--- config.mk ---
export PLATFORM = sky130hd
export DESIGN_NAME = ssd_freq_meter
export DESIGN_NICKNAME = d
export VERILOG_FILES = /design/src/rtl/ssd_freq_meter.sv
export SDC_FILE = /design/constraint.sdc
export NUM_CORES = 1
export LEC_CHECK = 0
export CORE_MARGIN = 2
export CORE_UTILIZATION = 55
export CTS_CLUSTER_SIZE = 20
export DETAILED_ROUTE_END_ITERATION = 6
export PLACE_DENSITY = 0.75
export SLEW_MARGIN = 20
export SYNTH_ARGS = -nofsm -noshare
export SYNTH_HDL_FRONTEND = slang
export SYNTH_SLANG_ARGS = --single-unit
--- constraint.sdc ---
create_clock -name clock_in -period 2.95 [get_ports clock_in]
set_clock_uncertainty 0.2 [all_clocks]
set_input_delay 0.4425 -clock clock_in [delete_from_list [all_inputs] [get_ports clock_in]]
set_output_delay 0.4425 -clock clock_in [all_outputs]
set_load 0.1 [all_outputs]
--- src/rtl/ssd_freq_meter.sv ---
// Frequency meter for a seven-segment display front end.
// Counts rising edges of an asynchronous input over a fixed gate window of
// GATE_CYCLES clocks and presents the saturated count, with an overflow flag,
// once per window. Windows run back to back while enable is high.
module ssd_freq_meter #(
  parameter int unsigned GATE_CYCLES = 32'd100000000,
  parameter int unsigned MAX_COUNT   = 32'd9999,
  parameter int          COUNT_WIDTH = 14
) (
  input  logic                   clock_in,
  input  logic                   reset_n,
  input  logic                   enable,
  input  logic                   sig_in,
  output logic [COUNT_WIDTH-1:0] freq_count,
  output logic                   count_valid,
  output logic                   overflow,
  output logic                   gate
);

  localparam logic [31:0]            GATE_LAST = 32'(GATE_CYCLES - 1);
  localparam logic [COUNT_WIDTH-1:0] MAX_CNT   = COUNT_WIDTH'(MAX_COUNT);

  typedef enum logic [1:0] {
    IDLE    = 2'd0,
    SETTLE  = 2'd1,
    MEASURE = 2'd2
  } state_t;

  state_t state, state_nxt;

  // Synchronizer stages and edge history
  logic s1, s2, s3;
  logic edge_det;

  // Window bookkeeping
  logic [31:0]            gate_cnt;
  logic [COUNT_WIDTH-1:0] edge_cnt, edge_cnt_nxt;
  logic                   pend, pend_nxt;
  logic [1:0]             settle_cnt;
  logic                   terminal;
  logic                   load;

  // Saturating increment: the count sticks at MAX_CNT.
  function automatic logic [COUNT_WIDTH-1:0] sat_inc(input logic [COUNT_WIDTH-1:0] cnt);
    if (cnt == MAX_CNT) begin
      return cnt;
    end
    return cnt + COUNT_WIDTH'(1);
  endfunction

  // An edge arriving while already saturated marks the window as overflowed.
  function automatic logic sat_hit(input logic [COUNT_WIDTH-1:0] cnt);
    return (cnt == MAX_CNT);
  endfunction

  assign edge_det = s2 & ~s3;
  assign terminal = (state == MEASURE) && (gate_cnt == GATE_LAST);
  // Abort has priority over a window closing in the same cycle.
  assign load     = terminal && enable;

  // Count and pending flag including any edge detected this cycle
  always_comb begin
    edge_cnt_nxt = edge_cnt;
    pend_nxt     = pend;
    if (edge_det) begin
      edge_cnt_nxt = sat_inc(edge_cnt);
      pend_nxt     = pend | sat_hit(edge_cnt);
    end
  end

  // State register
  always_ff @(posedge clock_in) begin
    if (!reset_n) begin
      state <= IDLE;
    end else begin
      state <= state_nxt;
    end
  end

  // Next-state logic; dropping enable always returns to IDLE
  always_comb begin
    state_nxt = state;
    unique case (state)
      IDLE: begin
        if (enable) state_nxt = SETTLE;
      end
      SETTLE: begin
        if (!enable)                 state_nxt = IDLE;
        else if (settle_cnt == 2'd2) state_nxt = MEASURE;
      end
      MEASURE: begin
        if (!enable) state_nxt = IDLE;
      end
      default: state_nxt = IDLE;
    endcase
  end

  // Output decode
  always_comb begin
    gate = (state == MEASURE);
  end

  // Input synchronizer, window counters and result registers
  always_ff @(posedge clock_in) begin
    if (!reset_n) begin
      s1          <= 1'b0;
      s2          <= 1'b0;
      s3          <= 1'b0;
      gate_cnt    <= '0;
      edge_cnt    <= '0;
      pend        <= 1'b0;
      settle_cnt  <= '0;
      freq_count  <= '0;
      overflow    <= 1'b0;
      count_valid <= 1'b0;
    end else begin
      s1 <= sig_in;
      s2 <= s1;
      s3 <= s2;

      count_valid <= load;
      if (load) begin
        freq_count <= edge_cnt_nxt;
        overflow   <= pend_nxt;
      end

      // Counters run only inside a live window; everything else, including
      // the terminal cycle, restarts them at zero so the next window has no gap.
      if ((state == MEASURE) && enable && !terminal) begin
        gate_cnt <= gate_cnt + 32'd1;
        edge_cnt <= edge_cnt_nxt;
        pend     <= pend_nxt;
      end else begin
        gate_cnt <= '0;
        edge_cnt <= '0;
        pend     <= 1'b0;
      end

      if ((state == SETTLE) && enable) begin
        settle_cnt <= settle_cnt + 2'd1;
      end else begin
        settle_cnt <= '0;
      end
    end
  end

endmodule

## Word-level counts from Yosys, hierarchy flattened

Index checks and enable logic that the tools add are counted.

| storage, ports and cells | value |
|---|---|
| ROM bits | 0 |
| logic and storage cells | 46 |
| RAM bits | 0 |
| output and inout port bits | 17 |
| input bits | 4 |
| bits in registers | 70 |
| bits in latches | 0 |
| memories kept | 0 |

| cells by class | value |
|---|---|
| div/mod/pow operators | 0 |
| reduce and logical (&&, ||, !) cells | 10 |
| muxes and demuxes | 11 |
| add/sub/neg operators | 3 |
| eq/ne operators | 8 |
| shift operators | 0 |
| magnitude comparators | 0 |
| $mul | 0 |
| bitwise operators | 3 |

Operator list:

| operator | number |
|---|---|
| 2-to-1 mux 14 bit | 3 |
| adder 32 x 1 -> 32 bit (second input constant) | 1 |
| equality test 32 x 27 -> 1 bit (second input constant) | 1 |
| adder 14 x 1 -> 14 bit (second input constant) | 1 |
| equality test 14 bit (second input constant) | 1 |
| 2-to-1 mux 2 bit | 4 |
| case mux 2 bit (3 select lines) | 1 |
| logical AND 1 bit | 5 |
| equality test 2 bit (second input constant) | 2 |
| inequality test 2 bit (second input constant) | 2 |
| AND reduction 2 bit | 2 |
| 2-to-1 mux 1 bit | 3 |
| inequality test 3 bit (second input constant) | 1 |
| AND reduction 3 bit | 1 |
| adder 2 x 1 -> 2 bit (second input constant) | 1 |
| equality test 2 x 1 -> 1 bit (second input constant) | 1 |
| logical NOT 2 bit | 1 |
| bitwise AND 1 bit | 1 |
| logical NOT 1 bit | 1 |
| inverter 1 bit | 1 |
| bitwise OR 1 bit | 1 |

## Longest topological paths before layout

| depth | value |
|---|---|
| depth in word-level cells | 5 |
| mapped depth | 9 |
| mapped depth without buffers | 6 |

## Worst setup path before layout

OpenSTA, ideal clock, no wires.

| path | value |
|---|---|
| path type | flip-flop to flip-flop |
| start | register gate_cnt[17] |
| end | register edge_cnt[6] |
| cell stages (with the launch flop) | 10 |
| buffers on the path | 4 |
| library setup time | 0.118 ns |
| data required time | 2.632 ns |
| clock period less this slack | 2.074 ns |
| slack | 0.876 ns |
| arrival time | 1.756 ns |
| cells stage by stage | dfxtp_1 -> buf_6 -> or4_1 -> nor3_2 -> and3_1 -> buf_4 -> or3_4 -> buf_6 -> buf_6 -> nor2_1 |

| on the way | value |
|---|---|
| longest elaborated chain between the ends | 5 |

Ends and longest elaborated chain:

| item | line | text |
|---|---|---|
| start, declared | 36 | `logic [31:0] gate_cnt;` |
| start signal, assigned | 130 | `gate_cnt <= gate_cnt + 32'd1;` |
| equality test 32 x 27 -> 1 bit | 57 | `assign terminal = (state == MEASURE) && (gate_cnt == GATE_LAST);` |
| logical AND 1 bit | 57 |  |
| logical NOT 1 bit | 129 | `if ((state == MEASURE) && enable && !terminal) begin` |
| logical AND 1 bit | 129 |  |
| AND reduction 2 bit (no line) | -- |  |
| end signal, assigned | 131 | `edge_cnt <= edge_cnt_nxt;` |
| end, declared | 37 | `logic [COUNT_WIDTH-1:0] edge_cnt, edge_cnt_nxt;` |

No other way between the ends.
A chain may end at the register's enable or synchronous reset.

## Worst setup path in the final report

| path | value |
|---|---|
| start | register gate_cnt[17] |
| end | register gate_cnt[6] |

| on the way | value |
|---|---|
| longest elaborated chain between the ends | 5 |

Ends and longest elaborated chain:

| item | line |
|---|---|
| equality test 32 x 27 -> 1 bit | 57 |
| logical AND 1 bit | 57 |
| logical NOT 1 bit | 129 |
| logical AND 1 bit | 129 |
| AND reduction 2 bit (no line) | -- |

No other way between the ends.

==> impl_metrics.tcl <==
set metrics [dict create \
    final_area_mm2 0.00341 \
    r2r_end "gate_cnt[6]$_SDFF_PN0_" \
    pwr-share-clk 0.463 \
    synth_edf_count 0 \
    cp_max_fo 47 \
    dpl_cell_area_mm2 0.00318 \
    fin_cells 434 \
    rrSetupSlack_ps 520 \
    fmax_mhz 411 \
    synth_common_cells "dfxtp_1 (70), nor2_1 (58), nand2_1 (28), xor2_1 (28), nand4_1 (21)" \
    clock_sinks 70 \
    cts_buffers 9 \
    drcViolationCount 0 \
    worstSetupStartpointType "register" \
    hold_depth 1 \
    dr.pass1.iters 4 \
    ant_nets 0 \
    synth_mux_area_frac 0.00334 \
    fin_util 0.659 \
    peakVddDrop_v 0.000334 \
    ys_top_cells_by_area "dfxtp_1 (47%), xor2_1 (8.2%), nor2_1 (7.3%)" \
    grt_pass1_wl_um 10400 \
    drtIter0Drc 112 \
    synth_most_common_cell "dfxtp_1" \
    min_to "settle_cnt[0]$_SDFF_PN0_" \
    worstMarginPinSlew_ps 732 \
    min_from "settle_cnt[0]$_SDFF_PN0_" \
    die_h_um 77.9 \
    synth_area_mm2 0.00300 \
    synth_area_leader_cell "dfxtp_1" \
    dpl.cell_count 418 \
    synth_top_family_by_area "simple AND/OR/NAND/NOR gates" \
    syn_to_final_growth_pct 13.7 \
    overflow 0 \
    die_w_um 77.9 \
    maxSlewHeadroom 0.508 \
    clock-root-buffer "clkbuf_8" \
    max-cap-violations 0 \
    rsz0062_at_grt "false" \
    ctsResizeCount 0 \
    vias_per_cell 5.59 \
    core-area_mm2 0.00517 \
    cts_setup_buffers 0 \
    gp_congestion 0.819 \
    ctsHoldBuffers 0 \
    antenna_found_initial 0 \
    synthAdderAreaFrac 0.0125 \
    path_clk_slew_ps 70 \
    p_int_mw 1.44 \
    grt_max_degree 48 \
    synth_compound_area_frac 0.0575 \
    p_leak_nw 1.14 \
    synth-seq-cells 70 \
    clockBufferDepth 2 \
    finalMaxSlewViolations 0 \
    floorplan.initialDensity 0.580 \
    totalWireLength_um 5960 \
    finalSetupViolCount 0 \
    dieArea_mm2 0.00606 \
    min_period_ps 2430 \
    synthDistinctLibCells 42 \
    syn_nets 344 \
    grt_pass1_vias 2296 \
    finalHoldViolations 0 \
    rows 26 \
    htree_levels 3 \
    cp.required_ps 2950 \
    cts_tree "done" \
    portBuffers 20 \
    insertedDiodeCount 0 \
    yosys.area_share.simple 0.305 \
    synth_cells 337 \
    switching_share 0.200 \
    hpwl_um 4060 \
    pin_count 21 \
    path_class "reg -> reg" \
    power_density_mw_per_mm2 527 \
    synth_top_area_share 0.467 \
    pwr-share-seq 0.528 \
    r2r_cells 5 \
    track_usage 0.217 \
    period_share 0.825 \
    combinationalPowerShare 0.009 \
    yosys_most_used_dff "dfxtp_1" \
    status "finished clean" \
    wl_per_cell_um 13.7 \
    nets 366 \
    synth_area_per_cell_um2 8.90 \
    async_flop_share 0 \
    synth-xor-area-share 0.114 \
    cp-end-kind "register" \
    hold_path.class "reg -> reg" \
    synth_warnings 0 \
    worstSkewPairLatency_ps 340 \
    vias 2425 \
    p_sw_mw 0.360 \
    drive_above_1_share 0.124 \
    fin_setup_tns_ps 0 \
    synth_seq_area_share 0.467 \
    r2r_start "gate_cnt[17]$_SDFF_PN0_" \
    crit_arrival_ps 2440 \
]
==> worst max path at each step <==
stage                             from                         end  slack, ps  cells after the start
6_report       gate_cnt[17]$_SDFF_PN0_      gate_cnt[6]$_SDFF_PN0_        520                      5
5_1_grt        gate_cnt[17]$_SDFF_PN0_      gate_cnt[2]$_SDFF_PN0_        350                      5
4_1_cts        gate_cnt[17]$_SDFF_PN0_      gate_cnt[6]$_SDFF_PN0_        530                      5
3_5_place_dp                    enable  freq_count[4]$_SDFFE_PN0P_        400                      4
3_3_place_gp                    enable  freq_count[0]$_SDFFE_PN0P_        460                      4
2_1_floorplan  gate_cnt[17]$_SDFF_PN0_      edge_cnt[6]$_SDFF_PN0_        880                      9
==> registers in the layout, summed over array words and instances, names as in the netlist <==
name	count
overflow	1
s3	1
state	2
edge_cnt	14
gate_cnt	32
settle_cnt	2
s1	1
freq_count	14
count_valid	1
s2	1
pend	1
==> kinds of logic (layout without fill, tap and decap cells) <==
group                    after synthesis  count (layout)
AO/OA/AOI/OAI                         30              30
XOR/XNOR                              39              39
adder cells (fa/ha/maj)                3               3
buffers and inverters                 21              48
flip-flops                            70              70
multiplexers                           1               1
AND/OR/NAND/NOR                      173             173
==> cells in the final DEF (no fill, tap or decap), drive strengths merged, types with 4 or more instances in the layout <==
| master | Yosys | routed |
|---|---|---|
| nor3 | 7 | 7 |
| and3 | 8 | 8 |
| nand3 | 15 | 15 |
| nor2 | 58 | 58 |
| inv | 8 | 8 |
| nor4 | 10 | 10 |
| nand4 | 22 | 22 |
| clkbuf | 5 | 14 |
| nand3b | 4 | 4 |
| and2 | 4 | 4 |
| xnor2 | 11 | 11 |
| and4 | 4 | 4 |
| o21ai | 12 | 12 |
| a21oi | 11 | 11 |
| xor2 | 28 | 28 |
| dfxtp | 70 | 70 |
| nand2 | 28 | 28 |
| buf | 8 | 21 |
==> worst max-delay path, stage by stage (launching register included) <==
cell and delay (ps):
dfxtp_1 370, or4_1 530, nor3_2 220, and3_1 340, or3_4 510, nor2_1 110
==> power groups by stage <==
stage	registers, mW	clock network (mW)	logic (mW)
2_1_floorplan	0.970	0	0.00955
3_3_place_gp	0.971	0	0.0154
3_5_place_dp	0.971	0	0.0159
4_1_cts	0.949	0.854	0.0160
5_1_grt	0.949	0.894	0.0186
6_report	0.949	0.832	0.0166
==> stage by stage <==
step,setup slack [ps],hold slack [ps],total power [mW]
floorplan,876,191,0.980
global placement,465,201,0.986
detailed placement,405,206,0.987
CTS,535,216,1.82
global route,351,238,1.86
finish,517,215,1.80
==> per-layer routing <==
| metal | vias up | GRT usage | part of all wire |
|---|---|---|---|
| li1 | 1221 | - | - |
| met1 | 1130 | 0.271 | 0.47 |
| met2 | 58 | 0.352 | 0.47 |
| met3 | 16 | 0.0419 | 0.040 |
| met4 | 0 | 0.118 | 0.024 |
| met5 | - | 0 | 0 |
==> layout make-up <==
class | count | area (µm²)
inverters | 8 | 30.0
clock inverters | 2 | 37.5
clock buffers | 14 | 183
well taps | 70 | 87.6
fillers | 440 | 1760
repair buffers | 24 | 188
flip-flops and latches | 70 | 1400
multi-input cells | 246 | 1480
Note: power is estimated with default switching activity, not from simulation.
